[src/rtl/sieve_controller_mb.sv]
// Run sequencer for NUM_BANKS parallel sieve banks followed by the prime-RAM populator.
// Define SIEVE_CTRL_TIMEOUT_EN to build the run watchdog and the sticky timed_out flag.
module sieve_controller_mb #(
    parameter int NUM_BANKS      = 4,
    parameter int MAX_W          = 16,
    parameter int CNT_W          = 24,
    parameter int TIMEOUT_CYCLES = 2**20
) (
    input  logic                 clk,
    input  logic                 reset,
    input  logic                 calculate,
    input  logic [MAX_W-1:0]     max_prime_in,
    input  logic                 new_max_prime,
    input  logic                 abort,
    input  logic [NUM_BANKS-1:0] bank_done,
    input  logic                 populate_done,
    output logic                 start_calc,
    output logic [MAX_W-1:0]     max_prime,
    output logic                 calculating,
    output logic                 populating,
    output logic                 finished,
    output logic [CNT_W-1:0]     cycle_count,
    output logic                 timed_out
);

    typedef enum logic [1:0] {
        ST_IDLE = 2'd0,
        ST_CALC = 2'd1,
        ST_POP  = 2'd2,
        ST_FIN  = 2'd3
    } state_t;

`ifdef SIEVE_CTRL_TIMEOUT_EN
    localparam bit WDOG_EN = 1'b1;
`else
    localparam bit WDOG_EN = 1'b0;
`endif
    localparam logic [CNT_W-1:0] CNT_MAX    = {CNT_W{1'b1}};
    localparam logic [CNT_W-1:0] WDOG_LIMIT = CNT_W'(TIMEOUT_CYCLES - 1);

    state_t               state_r;
    logic [NUM_BANKS-1:0] done_mask_r;
    logic                 start_calc_r;
    logic [MAX_W-1:0]     max_prime_r;
    logic [CNT_W-1:0]     cycle_count_r;

    logic                 active_s;
    logic                 abort_s;
    logic                 accept_s;
    logic                 trivial_s;
    logic                 watchdog_s;
    logic [NUM_BANKS-1:0] merged_mask_s;
    logic                 all_done_s;
    logic [CNT_W-1:0]     count_inc_s;

    // Request qualification, bank-done merging and saturating count increment.
    always_comb begin
        active_s      = (state_r == ST_CALC) || (state_r == ST_POP);
        abort_s       = abort && (state_r != ST_IDLE);
        if (state_r == ST_IDLE) begin
            accept_s = calculate;
        end else begin
            accept_s = new_max_prime && !abort;
        end
        trivial_s     = (max_prime_in < MAX_W'(2));
        watchdog_s    = WDOG_EN && active_s && (cycle_count_r == WDOG_LIMIT);
        merged_mask_s = done_mask_r | bank_done;
        all_done_s    = &merged_mask_s;
        if (cycle_count_r == CNT_MAX) begin
            count_inc_s = cycle_count_r;
        end else begin
            count_inc_s = cycle_count_r + CNT_W'(1);
        end
    end

    // Main sequencer: abort beats watchdog, which beats restart, which beats normal progress.
    always_ff @(posedge clk) begin
        if (reset) begin
            state_r       <= ST_IDLE;
            done_mask_r   <= {NUM_BANKS{1'b0}};
            start_calc_r  <= 1'b0;
            max_prime_r   <= {MAX_W{1'b0}};
            cycle_count_r <= {CNT_W{1'b0}};
        end else if (abort_s) begin
            state_r      <= ST_IDLE;
            start_calc_r <= 1'b0;
        end else if (watchdog_s) begin
            state_r       <= ST_IDLE;
            start_calc_r  <= 1'b0;
            cycle_count_r <= count_inc_s;
        end else if (accept_s) begin
            max_prime_r   <= max_prime_in;
            done_mask_r   <= {NUM_BANKS{1'b0}};
            cycle_count_r <= {CNT_W{1'b0}};
            if (trivial_s) begin
                state_r      <= ST_FIN;
                start_calc_r <= 1'b0;
            end else begin
                state_r      <= ST_CALC;
                start_calc_r <= 1'b1;
            end
        end else begin
            start_calc_r <= 1'b0;
            case (state_r)
                ST_CALC: begin
                    done_mask_r   <= merged_mask_s;
                    cycle_count_r <= count_inc_s;
                    if (all_done_s) begin
                        state_r <= ST_POP;
                    end else begin
                        state_r <= ST_CALC;
                    end
                end
                ST_POP: begin
                    cycle_count_r <= count_inc_s;
                    if (populate_done) begin
                        state_r <= ST_FIN;
                    end else begin
                        state_r <= ST_POP;
                    end
                end
                default: begin
                    state_r <= state_r;
                end
            endcase
        end
    end

`ifdef SIEVE_CTRL_TIMEOUT_EN
    logic timed_out_r;

    // Sticky watchdog flag, cleared only by reset or the next accepted run.
    always_ff @(posedge clk) begin
        if (reset) begin
            timed_out_r <= 1'b0;
        end else if (abort_s) begin
            timed_out_r <= timed_out_r;
        end else if (watchdog_s) begin
            timed_out_r <= 1'b1;
        end else if (accept_s) begin
            timed_out_r <= 1'b0;
        end else begin
            timed_out_r <= timed_out_r;
        end
    end

    assign timed_out = timed_out_r;
`else
    assign timed_out = 1'b0;
`endif

    assign start_calc  = start_calc_r;
    assign max_prime   = max_prime_r;
    assign cycle_count = cycle_count_r;
    assign calculating = (state_r == ST_CALC);
    assign populating  = (state_r == ST_POP);
    assign finished    = (state_r == ST_FIN);

endmodule

[config.mk]
export PLATFORM = sky130hd
export DESIGN_NAME = sieve_controller_mb
export DESIGN_NICKNAME = d
export VERILOG_FILES = /design/src/rtl/sieve_controller_mb.sv
export SDC_FILE = /design/constraint.sdc
export NUM_CORES = 1
export LEC_CHECK = 0
export CELL_PAD_IN_SITES_DETAIL_PLACEMENT = 0
export CELL_PAD_IN_SITES_GLOBAL_PLACEMENT = 1
export CORE_ASPECT_RATIO = 1.75
export CORE_MARGIN = 3
export CORE_UTILIZATION = 30
export CTS_CLUSTER_SIZE = 8
export DETAILED_ROUTE_END_ITERATION = 16
export PLACE_DENSITY_LB_ADDON = 0.12
export SYNTH_ARGS = -nofsm -noshare
export SYNTH_HDL_FRONTEND = slang
export SYNTH_SLANG_ARGS = --single-unit
[constraint.sdc]
create_clock -name clk -period 2.4 [get_ports clk]
set_clock_uncertainty 0.15 [all_clocks]
set_input_delay 0.24 -clock clk [delete_from_list [all_inputs] [get_ports clk]]
set_output_delay 0.24 -clock clk [all_outputs]
set_load 0.005 [all_outputs]
Yosys cells after proc, flatten, opt, wreduce, memory -nomap -nowiden
Cells that the tools add are included.
- input port bits: 26
- word-level logic and storage cells: 42
- bits in registers: 47
- output and inout bits: 45
- equality and inequality tests: 5
- multiplexer cells: 12
- magnitude comparators: 1
- reductions and logical operators: 15
- add/subtract/negate cells: 1
- bitwise logic cells: 3
- operator list (kind ; count):
    $mux W24 ; 3
    $add A24 B1 Y24 const B ; 1
    $eq A24 B24 Y1 const B ; 1
    $lt A16 B2 Y1 const B ; 1
    $mux W4 ; 2
    $mux W2 ; 3
    $reduce_bool A2 Y1 ; 3
    $eq A2 B2 Y1 const B ; 2
    $or A4 B4 Y4 ; 1
    $pmux W2 S2 ; 1
    $reduce_and A2 Y1 ; 2
    $reduce_and A4 Y1 ; 1
    $reduce_or A2 Y1 ; 2
    $mux W1 ; 3
    $reduce_and A3 Y1 ; 1
    $reduce_bool A3 Y1 ; 1
    $reduce_or A3 Y1 ; 1
    $eq A2 B1 Y1 const B ; 1
    $logic_and A1 B1 Y1 ; 2
    $logic_not A2 Y1 ; 1
    $ne A2 B2 Y1 const B ; 1
    $not A1 Y1 ; 2
    $logic_not A1 Y1 ; 1

Longest topological paths before layout
Gate-level depths: netlist of the first run.
- depth in word-level cells: 5
- gate-level depth with buffers: 9
- depth with buffers taken out: 7

Least setup slack after synthesis of the first run
Ideal clock, no wire load.
- path kind: register to register
- start: reg state_r[0]
- end: reg cycle_count_r[19] (netlist: cycle_count[19])
- data arrival time: 1950 ps
- stages on the path, launching flop included: 8
- buffers on the path: 1
- clock period less this slack: 2159 ps
- library setup time: 59 ps
- setup slack: 241 ps
- data required time: 2191 ps
- cells stage by stage: dfxtp_1 inv_1 ha_1 buf_1 nand4_1 or3_1 or4_1 nand2_1
- word-level cells in the longest chain between the ends: 4
- elaborated cells between the ends (all ways): 12
- those cells by class: eq/ne: 3; mux: 2; bitwise: 1; reduce/logical: 6
- RTL lines (element ; RTL line ; text):
    start, declared ; 41 ; state_t state_r;
    start signal, assigned ; 123 ; state_r <= state_r;
    $logic_not A2 Y1, or another cell as far along ; 60 ; if (state_r == ST_IDLE) begin
    $mux W1, or another cell as far along ; 60 ;
    $ne A2 B2 Y1 (no source line), or another cell as far along ; - ;
    $reduce_and A3 Y1 (no source line) ; - ;
    end signal, assigned ; 83 ; cycle_count_r <= {CNT_W{1'b0}};
    end signal, assigned ; 90 ; cycle_count_r <= count_inc_s;
    end signal, assigned ; 94 ; cycle_count_r <= {CNT_W{1'b0}};
    end, declared ; 45 ; logic [CNT_W-1:0] cycle_count_r;
Parallel ways exist; a longest one is shown, timed or not.
A chain may end at the register's enable or synchronous reset.

Final worst setup path of the first run
- start: reg cycle_count_r[8] (netlist: cycle_count[8])
- end: reg cycle_count_r[19] (netlist: cycle_count[19])
- word-level cells in the longest chain between the ends: 4
- elaborated cells between the ends (all ways): 7
- those cells by class: add/sub: 1; eq/ne: 2; mux: 3; reduce/logical: 1
- RTL lines (element ; RTL line ; text):
    $add A24 B1 Y24 ; 72 ; count_inc_s = cycle_count_r + CNT_W'(1);
    $mux W24 ; 69 ; if (cycle_count_r == CNT_MAX) begin
    $mux W24 ; 104 ; case (state_r)
    $mux W24 ; 91 ; end else if (accept_s) begin
Parallel ways exist; a longest one is shown, timed or not. The select of a mux whose other input is x is not followed.

==> results of run 1 <==
## power by group through the flow
stage                     registers (mW)  clock network, mW  logic (mW)
after global routing               0.838              0.751       0.348
after floorplan                    0.856                  0       0.145
after CTS                          0.835              0.728       0.321
final                              0.835              0.695       0.313
after detailed placement           0.852                  0       0.319
after global placement             0.851                  0       0.320
## final timing paths
path | start | endpoint | slack [ns] | cells after the start
min reg2reg | done_mask_r[2] | done_mask_r[2] | 0.32 | 2
max | cycle_count[8] | cycle_count[19] | 0.22 | 5
min | done_mask_r[2] | done_mask_r[2] | 0.32 | 2
max reg2reg | cycle_count[8] | cycle_count[19] | 0.22 | 5
## state kept, by name, indices dropped and copies added (netlist names)
name and cells:
start_calc 1, done_mask_r 4, max_prime 16, state_r 2, cycle_count 24
## per-stage QoR
| stage | setup slack, ns | cells |
|---|---|---|
| after floorplan | 0.241 | 250 |
| after global placement | 0.150 | 408 |
| after detailed placement | 0.113 | 408 |
| after CTS | 0.210 | 415 |
| after global routing | 0.0892 | 415 |
| final | 0.218 | 415 |
## per-layer routing
layer / wire length [um] / part of all wire (%) / up-vias / track usage (%)
li1: - / - / 1033 / -
met1: 2170 / 35 / 930 / 13.5
met2: 3410 / 56 / 61 / 29.0
met3: 336 / 5.5 / 11 / 3.86
met4: 202 / 3.3 / 0 / 8.12
met5: 0 / 0 / - / 0
## cell usage after synthesis (2+ instances only)
cell type  number  area, um2
and4_1          7       61.3
nor4_1          6       37.5
nand3_1        10       50.1
nor3b_1         2       15.0
dfxtp_1        47        941
nor3_1          4       20.0
nor2_1         41        154
and3b_1         2       17.5
and3_1          6       37.5
nand2_1        16       60.1
clkbuf_1        7       26.3
a21oi_1        13       65.1
and2_1          4       25.0
nand4_1         5       31.3
xnor2_1        14        123
a21o_2          2       17.5
inv_1           7       26.3
o22ai_1         2       12.5
mux2i_1        17        170
buf_6           3       33.8
ha_1            5       62.6
buf_2           3       15.0
a211oi_1        5       37.5
## cell families after synthesis
family	synth area share, %
buffers and inverters	5.27
xor gates and xnor gates	5.49
AOI/OAI and AO/OA	10.4
adders and majority gates	2.80
other	0.168
and+or+nand+nor	26.1
muxes	7.62
DFF	42.2
## area by class of cell
cell class / count / area (um2)
fill: 730 / 4010
inverter: 7 / 26.3
timing repair buffer: 88 / 833
tap: 86 / 108
sequential: 47 / 941
multi-input combinational: 180 / 1170
clock inverter: 1 / 5.00
clock buffer: 6 / 139
## worst max-delay path, cell delays in order (launching register included)
cell and delay (ns):
dfxtp_1 0.44, and4_1 0.43, nand4_4 0.21, or3_1 0.43
or4_1 0.40, nand2_1 0.07
==> results.json, run 1 <==
{
  "cts_root_buffer": "clkbuf_16",
  "start_util_pct": 30.9,
  "syn_inst": 250,
  "cts_resized": 0,
  "cts_setup_buffers": 0,
  "finalSetupTns_ns": 0,
  "pwr-share-seq_pct": 45.3,
  "antenna_found_initial": 0,
  "rows": 41,
  "gr-total-overflow": 0,
  "report.power.total_mw": 1.84,
  "finalCritPeriodShare_pct": 90.9,
  "finalSetupViolCount": 0,
  "core_area_um2": 7230,
  "synth_edf_count": 0,
  "fmax_mhz": 458,
  "power_leakage_nw": 1.25,
  "grt_first_pass_wirelength_um": 9910,
  "postLayoutCoreUtil_pct": 44.6,
  "synth_area_um2": 2230,
  "hold_ws_ns": 0.318,
  "grtUsageTotal_pct": 15.0,
  "cts_hold_buf": 0,
  "crit_type": "reg2reg",
  "port_buffers": 69,
  "synth-seq-area-share_pct": 42.2,
  "ant_nets": 0,
  "cp.arrival_ns": 2.26,
  "die_x_um": 71.2,
  "nets": 360,
  "drc_errors": 0,
  "final_common_cell": "clkdlybuf4s50_1",
  "async_reset_ff_share_pct": 0,
  "synth_seq_cells": 47,
  "power.density_nw_per_um2": 571,
  "finalWeightedCongestion": 0.764,
  "max_cap_violations": 0,
  "ir_worst_vdd_uv": 431,
  "drt_wl_total_um": 6120,
  "finalHoldViolCount": 0,
  "avgRoutedWirePerCell_um": 14.7,
  "synth_ff_type": "dfxtp_1",
  "drv_slew": 0,
  "first_pass_iters": 2,
  "grt_pass1_vias": 2120,
  "die_area_um2": 8550,
  "ys_types": 45,
  "vias": 2035,
  "placed_area_um2": 3080,
  "setup.worst_path.start_class": "register",
  "clk_pin_slew_ns": 0.06,
  "p_int_mw": 1.40,
  "cp-end-kind": "register",
  "netSwitchingFraction_pct": 24.1,
  "grt_max_degree": 22,
  "grt_setup_unrepaired": "false",
  "hold_path_class": "reg2reg",
  "syn_nets": 281,
  "diodes": 0,
  "cp_max_fo": 7,
  "power_frac_comb_pct": 17.0,
  "status": "complete, no violations",
  "dr.first_iter.drc_count": 55,
  "clock_latency_ns": 0.29,
  "layout-drive-gt1-share_pct": 10.3,
  "dpl.hpwl_um": 4900,
  "fin_crit_ns": 2.18,
  "boundaryPins": 71,
  "ctsHtreeMaxLevel": 2,
  "die_y_um": 120,
  "synth-warning-count": 0,
  "cts_tree": "yes",
  "pwr-share-clk_pct": 37.7,
  "synth_area_per_cell_um2": 8.93,
  "cts_buffer_depth": 2,
  "cts_sinks": 47,
  "cts_made_buffers": 5,
  "stdcell_area_um2": 3230,
  "final_cell_mix": "69 x clkdlybuf4s50_1, 47 x dfxtp_1, 41 x nor2_1",
  "p_switching_uw": 444,
  "required_ns": 2.48,
  "area_growth_pct": 44.5,
  "vias_per_cell": 4.90
}
(Power assumes the default switching activity.)
==> run 2: changes to the inputs <==
--- a/config.mk
+++ b/config.mk
@@ -10,9 +10,10 @@
 export CORE_ASPECT_RATIO = 1.75
 export CORE_MARGIN = 3
 export CORE_UTILIZATION = 30
+export CTS_CLUSTER_DIAMETER = 50
 export CTS_CLUSTER_SIZE = 8
 export DETAILED_ROUTE_END_ITERATION = 16
-export PLACE_DENSITY_LB_ADDON = 0.12
+export PLACE_DENSITY = 0.75
 export SYNTH_ARGS = -nofsm -noshare
 export SYNTH_HDL_FRONTEND = slang
 export SYNTH_SLANG_ARGS = --single-unit
==> results.json, run 2 (synthesis gave the netlist of run 1 again) <==
{
  "rows": 41,
  "layout-drive-gt1-share_pct": 10.0,
  "ctsHtreeMaxLevel": 2,
  "multi_input_area_um2": 1170,
  "clock_latency_ns": 0.29,
  "nets": 360,
  "finalSetupViolCount": 0,
  "area_growth_pct": 44.2,
  "met1_usage_pct": 14.4,
  "final_cell_mix": "69 x clkdlybuf4s50_1, 47 x dfxtp_1, 41 x nor2_1",
  "finalHoldViolCount": 0,
  "power.density_nw_per_um2": 564,
  "hold_path_class": "reg2reg",
  "grt_use_met3_pct": 4.86,
  "ff_latch_area_um2": 941,
  "core_area_um2": 7230,
  "report.power.total_mw": 1.81,
  "antenna_found_initial": 0,
  "die_y_um": 120,
  "max_cap_violations": 0,
  "cts_buffer_depth": 2,
  "finalCritPeriodShare_pct": 91.6,
  "cts_resized": 0,
  "r2r_setup_slack_ns": 0.20,
  "cp-end-kind": "register",
  "boundaryPins": 71,
  "setup.worst_path.start_class": "register",
  "cts_hold_buf": 0,
  "port_buffers": 69,
  "dpl.hpwl_um": 4820,
  "ant_nets": 0,
  "diodes": 0,
  "start_util_pct": 30.9,
  "cts_sinks": 47,
  "vias_per_cell": 4.96,
  "cp.arrival_ns": 2.27,
  "fmax_mhz": 455,
  "gr-total-overflow": 0,
  "hold_ws_ns": 0.324,
  "drv_slew": 0,
  "r2r_start": "state_r[0]",
  "hold-path-cell-count": 2,
  "rr_endpoint": "cycle_count[13]",
  "largest_reg_flops": 24,
  "cts_root_buffer": "clkbuf_16",
  "finalWeightedCongestion": 0.821,
  "finalSetupTns_ns": 0,
  "power_leakage_nw": 1.25,
  "stdcell_area_um2": 3220,
  "die_area_um2": 8550,
  "drc_errors": 0,
  "cts_made_buffers": 5,
  "required_ns": 2.47,
  "die_x_um": 71.2,
  "cts_setup_buffers": 0,
  "grt_setup_unrepaired": "false",
  "gr-max-usage-layer": "met2",
  "fin_crit_ns": 2.20,
  "status": "complete, no violations",
  "fillCellCount": 747,
  "grt_max_degree": 17,
  "placed_area_um2": 3080,
  "met2_usage_pct": 27.8,
  "ir_worst_vdd_uv": 436,
  "crit_type": "reg2reg",
  "cp_max_fo": 10,
  "min_to": "done_mask_r[3]",
  "avgRoutedWirePerCell_um": 14.7,
  "grt_pass1_vias": 2084,
  "drt_wl_total_um": 6100,
  "final_common_cell": "clkdlybuf4s50_1",
  "hp-start": "done_mask_r[3]",
  "grtUsageTotal_pct": 14.9,
  "grt_first_pass_wirelength_um": 9980,
  "dr.first_iter.drc_count": 102,
  "cts_tree": "yes",
  "vias": 2064,
  "ff2ff_path_depth": 7,
  "clk_pin_slew_ns": 0.06,
  "first_pass_iters": 4
}
==> run 2: cell count changes in the layout (fill, tap and decap cells not counted) <==
cell      before  now
clkbuf_8       1    0
clkbuf_1       0    2
==> run 2: per-stage QoR <==
stage | setup slack, ns | util (%) | instances
after detailed placement | 0.200 | 42.6 | 408
after global placement | 0.253 | 42.6 | 408
after floorplan | 0.241 | - | 250
after CTS | 0.193 | 44.5 | 416
after global routing | 0.0662 | 44.5 | 416
final | 0.201 | 44.5 | 416
==> run 2: cell type report <==
cell class / count / share of cell area [%]
multi-input combinational: 180 / 36.5
timing repair buffer: 88 / 25.9
clock inverter: 1 / 0.155
clock buffer: 7 / 4.12
sequential: 47 / 29.2
inverter: 7 / 0.816
tap: 86 / 3.34
==> run 2: worst max-delay path by stage <==
stage                    start               to  slack (ns)
CTS                 state_r[0]  cycle_count[13]        0.19
detailed placement       abort  cycle_count[13]        0.20
finish              state_r[0]  cycle_count[13]        0.20
global placement         abort   cycle_count[9]        0.25
floorplan           state_r[0]  cycle_count[19]        0.24
global route        state_r[1]  cycle_count[13]        0.07
==> run 2: routing by layer <==
layer / vias to the layer above / routed length [um]
met2: 65 / 3320
met4: 0 / 157
met3: 10 / 427
li1: 1030 / -
met1: 959 / 2200
met5: - / 0
==> run 2: where the power goes <==
group | internal [mW] | switching [mW] | leakage, nW
Combinational | 0.168 | 0.137 | 0.798
Sequential | 0.817 | 0.0205 | 0.382
Clock | 0.385 | 0.287 | 0.0679
Total | 1.37 | 0.445 | 1.25
==> run 2: worst max-delay path, cell delays in order (launching register included) <==
cell and delay [ns]:
dfxtp_1 0.39, inv_1 0.09, ha_1 0.46, nand4_1 0.20, a311oi_4 0.41, buf_4 0.20, nand3_1 0.07, a21oi_1 0.15
==> run 3: changes to the inputs <==
--- a/config.mk
+++ b/config.mk
@@ -11,7 +11,6 @@
 export CORE_MARGIN = 3
 export CORE_UTILIZATION = 30
 export CTS_CLUSTER_DIAMETER = 50
-export CTS_CLUSTER_SIZE = 8
 export DETAILED_ROUTE_END_ITERATION = 16
 export PLACE_DENSITY = 0.75
 export SYNTH_ARGS = -nofsm -noshare
==> results of run 3 <==
No change in the layout: final DEF, timing and power equal those of run 2.
